<file path="src/rtl/hash_word_writer.sv">
`default_nettype none
// ============================================================================
//  Module   : hash_word_writer
//  Purpose  : Emits a captured 256-bit digest as sequential 32-bit word
//             writes (address k carries bits [32k+31:32k]) over valid/ready.
//  Revision : 1.0 - initial release
// ============================================================================
module hash_word_writer #(
  parameter int HASH_LENGTH = 8
) (
  input  logic                           clock,
  input  logic                           reset,
  input  logic                           enable,
  input  logic [HASH_LENGTH*32-1:0]      hash_vector,
  input  logic                           write_ready,
  output logic                           hash_write,
  output logic [$clog2(HASH_LENGTH)-1:0] hash_address,
  output logic [31:0]                    hash_data,
  output logic                           busy,
  output logic                           hash_write_complete
);

  localparam int              c_AW    = $clog2(HASH_LENGTH);
  localparam int              c_VW    = HASH_LENGTH * 32;
  localparam logic [c_AW-1:0] c_LAST  = c_AW'(HASH_LENGTH - 1);

  localparam logic [1:0] c_IDLE  = 2'd0;
  localparam logic [1:0] c_WRITE = 2'd1;
  localparam logic [1:0] c_DONE  = 2'd2;

  logic [1:0]      r_state;
  logic [1:0]      w_state_next;
  logic [c_VW-1:0] r_shadow;
  logic [c_VW-1:0] w_shadow_next;
  logic [c_AW-1:0] w_index_next;
  logic [31:0]     w_data_next;
  logic            w_write_next;
  logic            w_complete_next;
  logic            w_transfer;

  assign w_transfer = hash_write && write_ready;

  // State register; every output is registered alongside the state.
  always_ff @(posedge clock) begin
    if (reset) begin
      r_state             <= c_IDLE;
      r_shadow            <= '0;
      hash_write          <= 1'b0;
      hash_address        <= '0;
      hash_data           <= '0;
      busy                <= 1'b0;
      hash_write_complete <= 1'b0;
    end else begin
      r_state             <= w_state_next;
      r_shadow            <= w_shadow_next;
      hash_write          <= w_write_next;
      hash_address        <= w_index_next;
      hash_data           <= w_data_next;
      busy                <= w_write_next;
      hash_write_complete <= w_complete_next;
    end
  end

  // Next-state logic
  always_comb begin
    w_state_next = r_state;
    case (r_state)
      c_IDLE: begin
        if (enable) w_state_next = c_WRITE;
      end
      c_WRITE: begin
        if (!enable)
          w_state_next = c_IDLE;
        else if (w_transfer && (hash_address == c_LAST))
          w_state_next = c_DONE;
      end
      c_DONE: begin
        if (!enable) w_state_next = c_IDLE;
      end
      default: w_state_next = c_IDLE;
    endcase
  end

  // Output logic: computes the values the output registers take next cycle.
  // The word mux reads the next shadow so the first word is valid on WRITE entry.
  always_comb begin
    w_shadow_next = r_shadow;
    if ((r_state == c_IDLE) && enable)
      w_shadow_next = hash_vector;

    w_index_next = '0;
    if ((w_state_next == c_WRITE) && (r_state == c_WRITE))
      w_index_next = w_transfer ? (hash_address + c_AW'(1)) : hash_address;

    w_data_next = '0;
    if (w_state_next == c_WRITE) begin
      for (int k = 0; k < HASH_LENGTH; k++) begin
        if (w_index_next == c_AW'(k))
          w_data_next = w_shadow_next[k*32 +: 32];
      end
    end

    w_write_next    = (w_state_next == c_WRITE);
    w_complete_next = (w_state_next == c_DONE);
  end

endmodule
`default_nettype wire
</file>
<file path="config.mk">
export PLATFORM = sky130hd
export DESIGN_NAME = hash_word_writer
export DESIGN_NICKNAME = d
export VERILOG_FILES = /design/src/rtl/hash_word_writer.sv
export SDC_FILE = /design/constraint.sdc
export NUM_CORES = 1
export LEC_CHECK = 0
export ABC_CLOCK_PERIOD_IN_PS = 5400
export CAP_MARGIN = 25
export CORE_MARGIN = 2
export CORE_UTILIZATION = 45
export CTS_CLUSTER_DIAMETER = 60
export DETAILED_ROUTE_END_ITERATION = 12
export HOLD_SLACK_MARGIN = 0.03
export MAX_ROUTING_LAYER = met4
export PLACE_DENSITY = 0.71
export SLEW_MARGIN = 15
export SYNTH_ARGS = -nofsm -noshare
export SYNTH_HDL_FRONTEND = slang
export SYNTH_SLANG_ARGS = --single-unit
</file>
<file path="constraint.sdc">
create_clock -name clock -period 5.4 [get_ports clock]
set_input_delay 1.08 -clock clock [delete_from_list [all_inputs] [get_ports clock]]
set_output_delay 1.08 -clock clock [all_outputs]
set_load 0.005 [all_outputs]
</file>
-- Yosys cells after proc, flatten, opt, wreduce, memory -nomap -nowiden
Index checks and enable logic that the tools add are counted.
- register bits: 295
- input bits: 260
- output and inout bits: 38
- $add $sub $neg: 1
- equality and inequality tests: 12
- muxes and demuxes: 16
- bitwise operators: 1
- reductions and logical operators: 7
- operator list (kind ; number):
    $mux 256 ; 1
    $mux 32 ; 8
    $eq 3x3->1 const B ; 5
    $mux 2 ; 4
    $eq 3x2->1 const B ; 2
    $mux 3 ; 2
    $pmux 2 s3 ; 1
    $eq 2x1->1 const B ; 2
    $eq 2x2->1 const B ; 2
    $logic_and 1x1->1 ; 4
    $add 3x1->3 const B ; 1
    $eq 3x1->1 const B ; 1
    $logic_not 3->1 ; 1
    $logic_not 2->1 ; 1
    $reduce_or 2->1 ; 1
    $not 1->1 ; 1

-- Longest topological paths before layout
- depth after elaboration: 17
- depth in mapped cells: 10

-- Worst setup path after synthesis
OpenSTA, ideal clock, no wires.
- path kind: input -> register
- from: in enable
- to: reg hash_data[10]
- data arrival time: 2.645 ns
- path slack: 2.635 ns
- stages: 9
- path buffers: 4
- cells stage by stage: nor3b_2 buf_2 buf_6 buf_4 buf_2 mux2i_1 nor2_1 o32a_1 o31a_1
- longest elaborated chain between the ends: 14
- elaborated cells on any way between the ends: 27
- ends and longest elaborated chain (what ; RTL line ; source):
    start: declaration ; 13 ; input logic enable,
    $mux 2, on equally long branches ; 78, 69, 72 ;
    $pmux 2 s3 ; 67 ; case (r_state)
    $eq 2x1->1 ; 92, 96 ;
    $logic_and 1x1->1 ; 92 ; if ((w_state_next == c_WRITE) && (r_state == c_WRITE))
    $mux 3 ; 92 ;
    $logic_not 3->1 ; 98 ; if (w_index_next == c_AW'(k))
    $mux 32 (8 in series) ; 98 ;
    end signal: assignment ; 58 ; hash_data <= w_data_next;
    end: declaration ; 18 ; output logic [31:0] hash_data,
Parallel ways exist; a longest one is shown, timed or not.
A chain may end at the register's enable or synchronous reset.

-- Worst setup path after layout
- from: in write_ready
- to: reg hash_data[5]
- longest elaborated chain between the ends: 17
- elaborated cells on any way between the ends: 27
- ends and longest elaborated chain (what ; RTL line ; source):
    start: declaration ; 15 ; input logic write_ready,
    $logic_and 1x1->1 * ; 41 ; assign w_transfer = hash_write && write_ready;
    $logic_and 1x1->1 ; 74 ; else if (w_transfer && (hash_address == c_LAST))
    $mux 2 ; 74 ;
    $mux 2 ; 72 ; if (!enable)
    $pmux 2 s3 ; 67 ;
    $eq 2x1->1 ; 92, 96 ;
    $logic_and 1x1->1 ; 92 ;
    $mux 3 ; 92 ;
    $logic_not 3->1 ; 98 ;
    $mux 32 (8 in series) ; 98 ;
Mark *: on every way between the ends. The rest lies on a longest branch, timed or not.

==> summary.txt <==
Pwr Density: 308.2 nW/um2
Yosys top cell by area: dfxtp_1
CTS tree: built
Ports: 298
Die Y: 172.3 um
Synth area leaders: dfxtp_1 (46%), mux2i_1 (20%), nor2_1 (9.5%)
# setup viols final: 0
Mapped Avg Cell Area: 9.587 um2
Hold buffers post-CTS: 0
Yosys top cell area share: 0.4635
Vias/cell: 5.383
Initial antenna violation count: 6
Status: finished, final reports clean
Share of post-route cells with drive strength above 1: 0.05689
Startpoint Class: input port
Num CTS Buffers: 31
HP Class: reg -> reg
Die width: 172.3 um
Slew Limit Fails: 0
Final ANT Viol Nets: 0
Max cap viols: 0
Seq. cell area: 5906 um2
Max VDD drop: 0.2289 mV
Slew HR: 0.2519
Post-cts gate resize count: 0
Clk pin slew, worst setup/hold paths: 0.06 ns
Vias in the first global route: 10068
Layout Nets: 1823
Clk_skew: 0.009622 ns
Arrival @ worst endpoint: 4.42 ns
Drt drc: 0
H-tree depth: 1
GRT overflow: 0
Worst-skew pair later-pin latency: 0.56 ns
Max clock buf depth: 3
Fin Setup TNS: 0 ns
Predominant post-synthesis flop cell: dfxtp_1
Hold Vio Cnt, Final: 0
CP endpoint kind: flop
RSZ-0062 raised after global routing: no
Worst-Margin Slew: 1.094 ns
Row cnt: 61
Drt initial violations: 907
Setup Fix Bufs, Post-CTS: 0
Worst EP required: 5.89 ns
Most instantiated cells after synthesis: nor2_1 (322), dfxtp_1 (295), mux2i_1 (257), clkbuf_1 (82), o31a_1 (66)
IO Port Bufs: 297
Area of the multi-input gates: 6359 um2
Final HPWL DP: 26.41 mm
Max Fclk: 254.7 MHz
Mapped cell area: 12740 um2
Final Cell Area: 17050 um2
Distinct cells, synth: 46
Hold Worst Slack: 0.4828 ns
Post-DP Area: 15940 um2
Yosys synthesis warning count: 0
Final WL: 38.63 mm
Cell count after synthesis: 1329
Post-synth EDFFs: 0
Synthesis-stage register bit count: 295
First-pass GRT wire length: 56.89 mm
Die ar.: 29680 um2
Syn_nets: 1591
Via count: 10588
Tcrit/Tclk final: 0.7270
Clk root buf: clkbuf_16
# clock sinks: 295
Final min period: 3.926 ns
Final core utilization: 0.6120
Routed len/inst: 19.64 um
Ys async rst share: 0
Filler cells: 2323
Sequential-to-total area share from yosys stat: 0.4635
Count leader, synth: nor2_1
Kind of critical path: in -> reg
GP Congestion: 0.8955
Design Power: 5.255 mW
First-pass detailed-route iteration total: 5
Core ar.: 27860 um2
Pin count of the biggest net entering global routing: 103
Area Overhead vs Synth: 33.81%
P_leak: 6.740 nW
Starting density of the core: 0.4574
Gr usage total: 0.2554
CP Max Fanout: 20
## state kept, by name (all words and copies together) (netlist names)
signal and flops:
busy 1, hash_write_complete 1, hash_address 3, hash_data 32
r_shadow 256, r_state 2
## kinds of logic (layout without fill, tap and decap cells)
logic type,count (synthesis),count (layout),synth area share
other,0,7,0
xor gates and xnor gates,1,1,0.001277
muxes,259,259,0.2039
AOI/OAI and AO/OA,202,202,0.1247
and+or+nand+nor,445,445,0.1593
DFF,295,295,0.4635
adders and majority gates,2,2,0.001964
buffers and inverters,125,378,0.04537
## per-layer routing
| metal | routed length, um | share of wire | global-route usage | vias to the layer above |
|---|---|---|---|---|
| met5 | 0 | 0 | - | - |
| met4 | 686 | 0.018 | 0.07088 | 0 |
| met3 | 2389 | 0.062 | 0.03983 | 44 |
| met2 | 17200 | 0.45 | 0.3749 | 354 |
| met1 | 18350 | 0.47 | 0.3652 | 5023 |
| li1 | - | - | - | 5167 |
## placed cells by master, fill, tap and decap left out, types with 2 or more instances in the layout
cell type and count:
buf_4 18, nand4b_1 3, o32a_1 32, clkbuf_16 31, nor2_1 321, a2111oi_0 28
or2b_1 14, a31oi_4 2, nand2_1 2, dfxtp_1 295, nand2b_1 18, clkbuf_1 3
a21oi_1 32, nand3_1 3, o31a_1 66, clkbuf_8 13, inv_1 4, clkinv_2 3
o21ai_0 32, diode_2 7, nor3_1 33, clkdlybuf4s50_1 296, nor3b_1 37, a2111oi_1 3
ha_1 2, bufinv_16 3, buf_12 4, mux2i_1 257
## power by group
group          switching (mW)  internal [mW]  total, mW  leakage, nW
clock network           0.866           1.35       2.22        0.535
logic                   0.328          0.375      0.703         3.78
registers              0.0359           2.30       2.34         2.42
## metrics by stage
| step | cells | worst slack, ns |
|---|---|---|
| 5_1_grt | 1966 | 1.316 |
| 3_5_place_dp | 1905 | 0.9444 |
| 3_3_place_gp | 1905 | 0.9667 |
| 2_1_floorplan | 1329 | 2.635 |
| 4_1_cts | 1959 | 1.492 |
| 6_report | 1967 | 1.474 |
## worst max-delay path, cell delays in order
cell and delay [ns]:
clkdlybuf4s50_1 0.60, and2_1 0.41, o21ai_4 0.54, buf_4 0.37
or4b_1 0.72, buf_4 0.32, o21ai_0 0.20, o31a_1 0.17
## worst paths after layout
kind / depth (start not counted) / slack (ns) / to / from
worst max register to register: 7 / 1.85 / hash_data[9] / hash_address[0]
worst max-delay path: 8 / 1.47 / hash_data[5] / write_ready
worst min register to register: 2 / 0.48 / r_shadow[190] / r_shadow[190]
worst min-delay path: 2 / 0.48 / r_shadow[190] / r_shadow[190]
## layout make-up
cell class	instances	area share
inverters	4	0.0008807
diodes	7	0.001027
clock buffers	46	0.05585
well taps	378	0.02774
clock inverters	8	0.007192
flip-flops and latches	295	0.3464
multi-input cells	909	0.3730
repair buffers	320	0.1879
No activity file was read; power rests on OpenSTA's default activity.
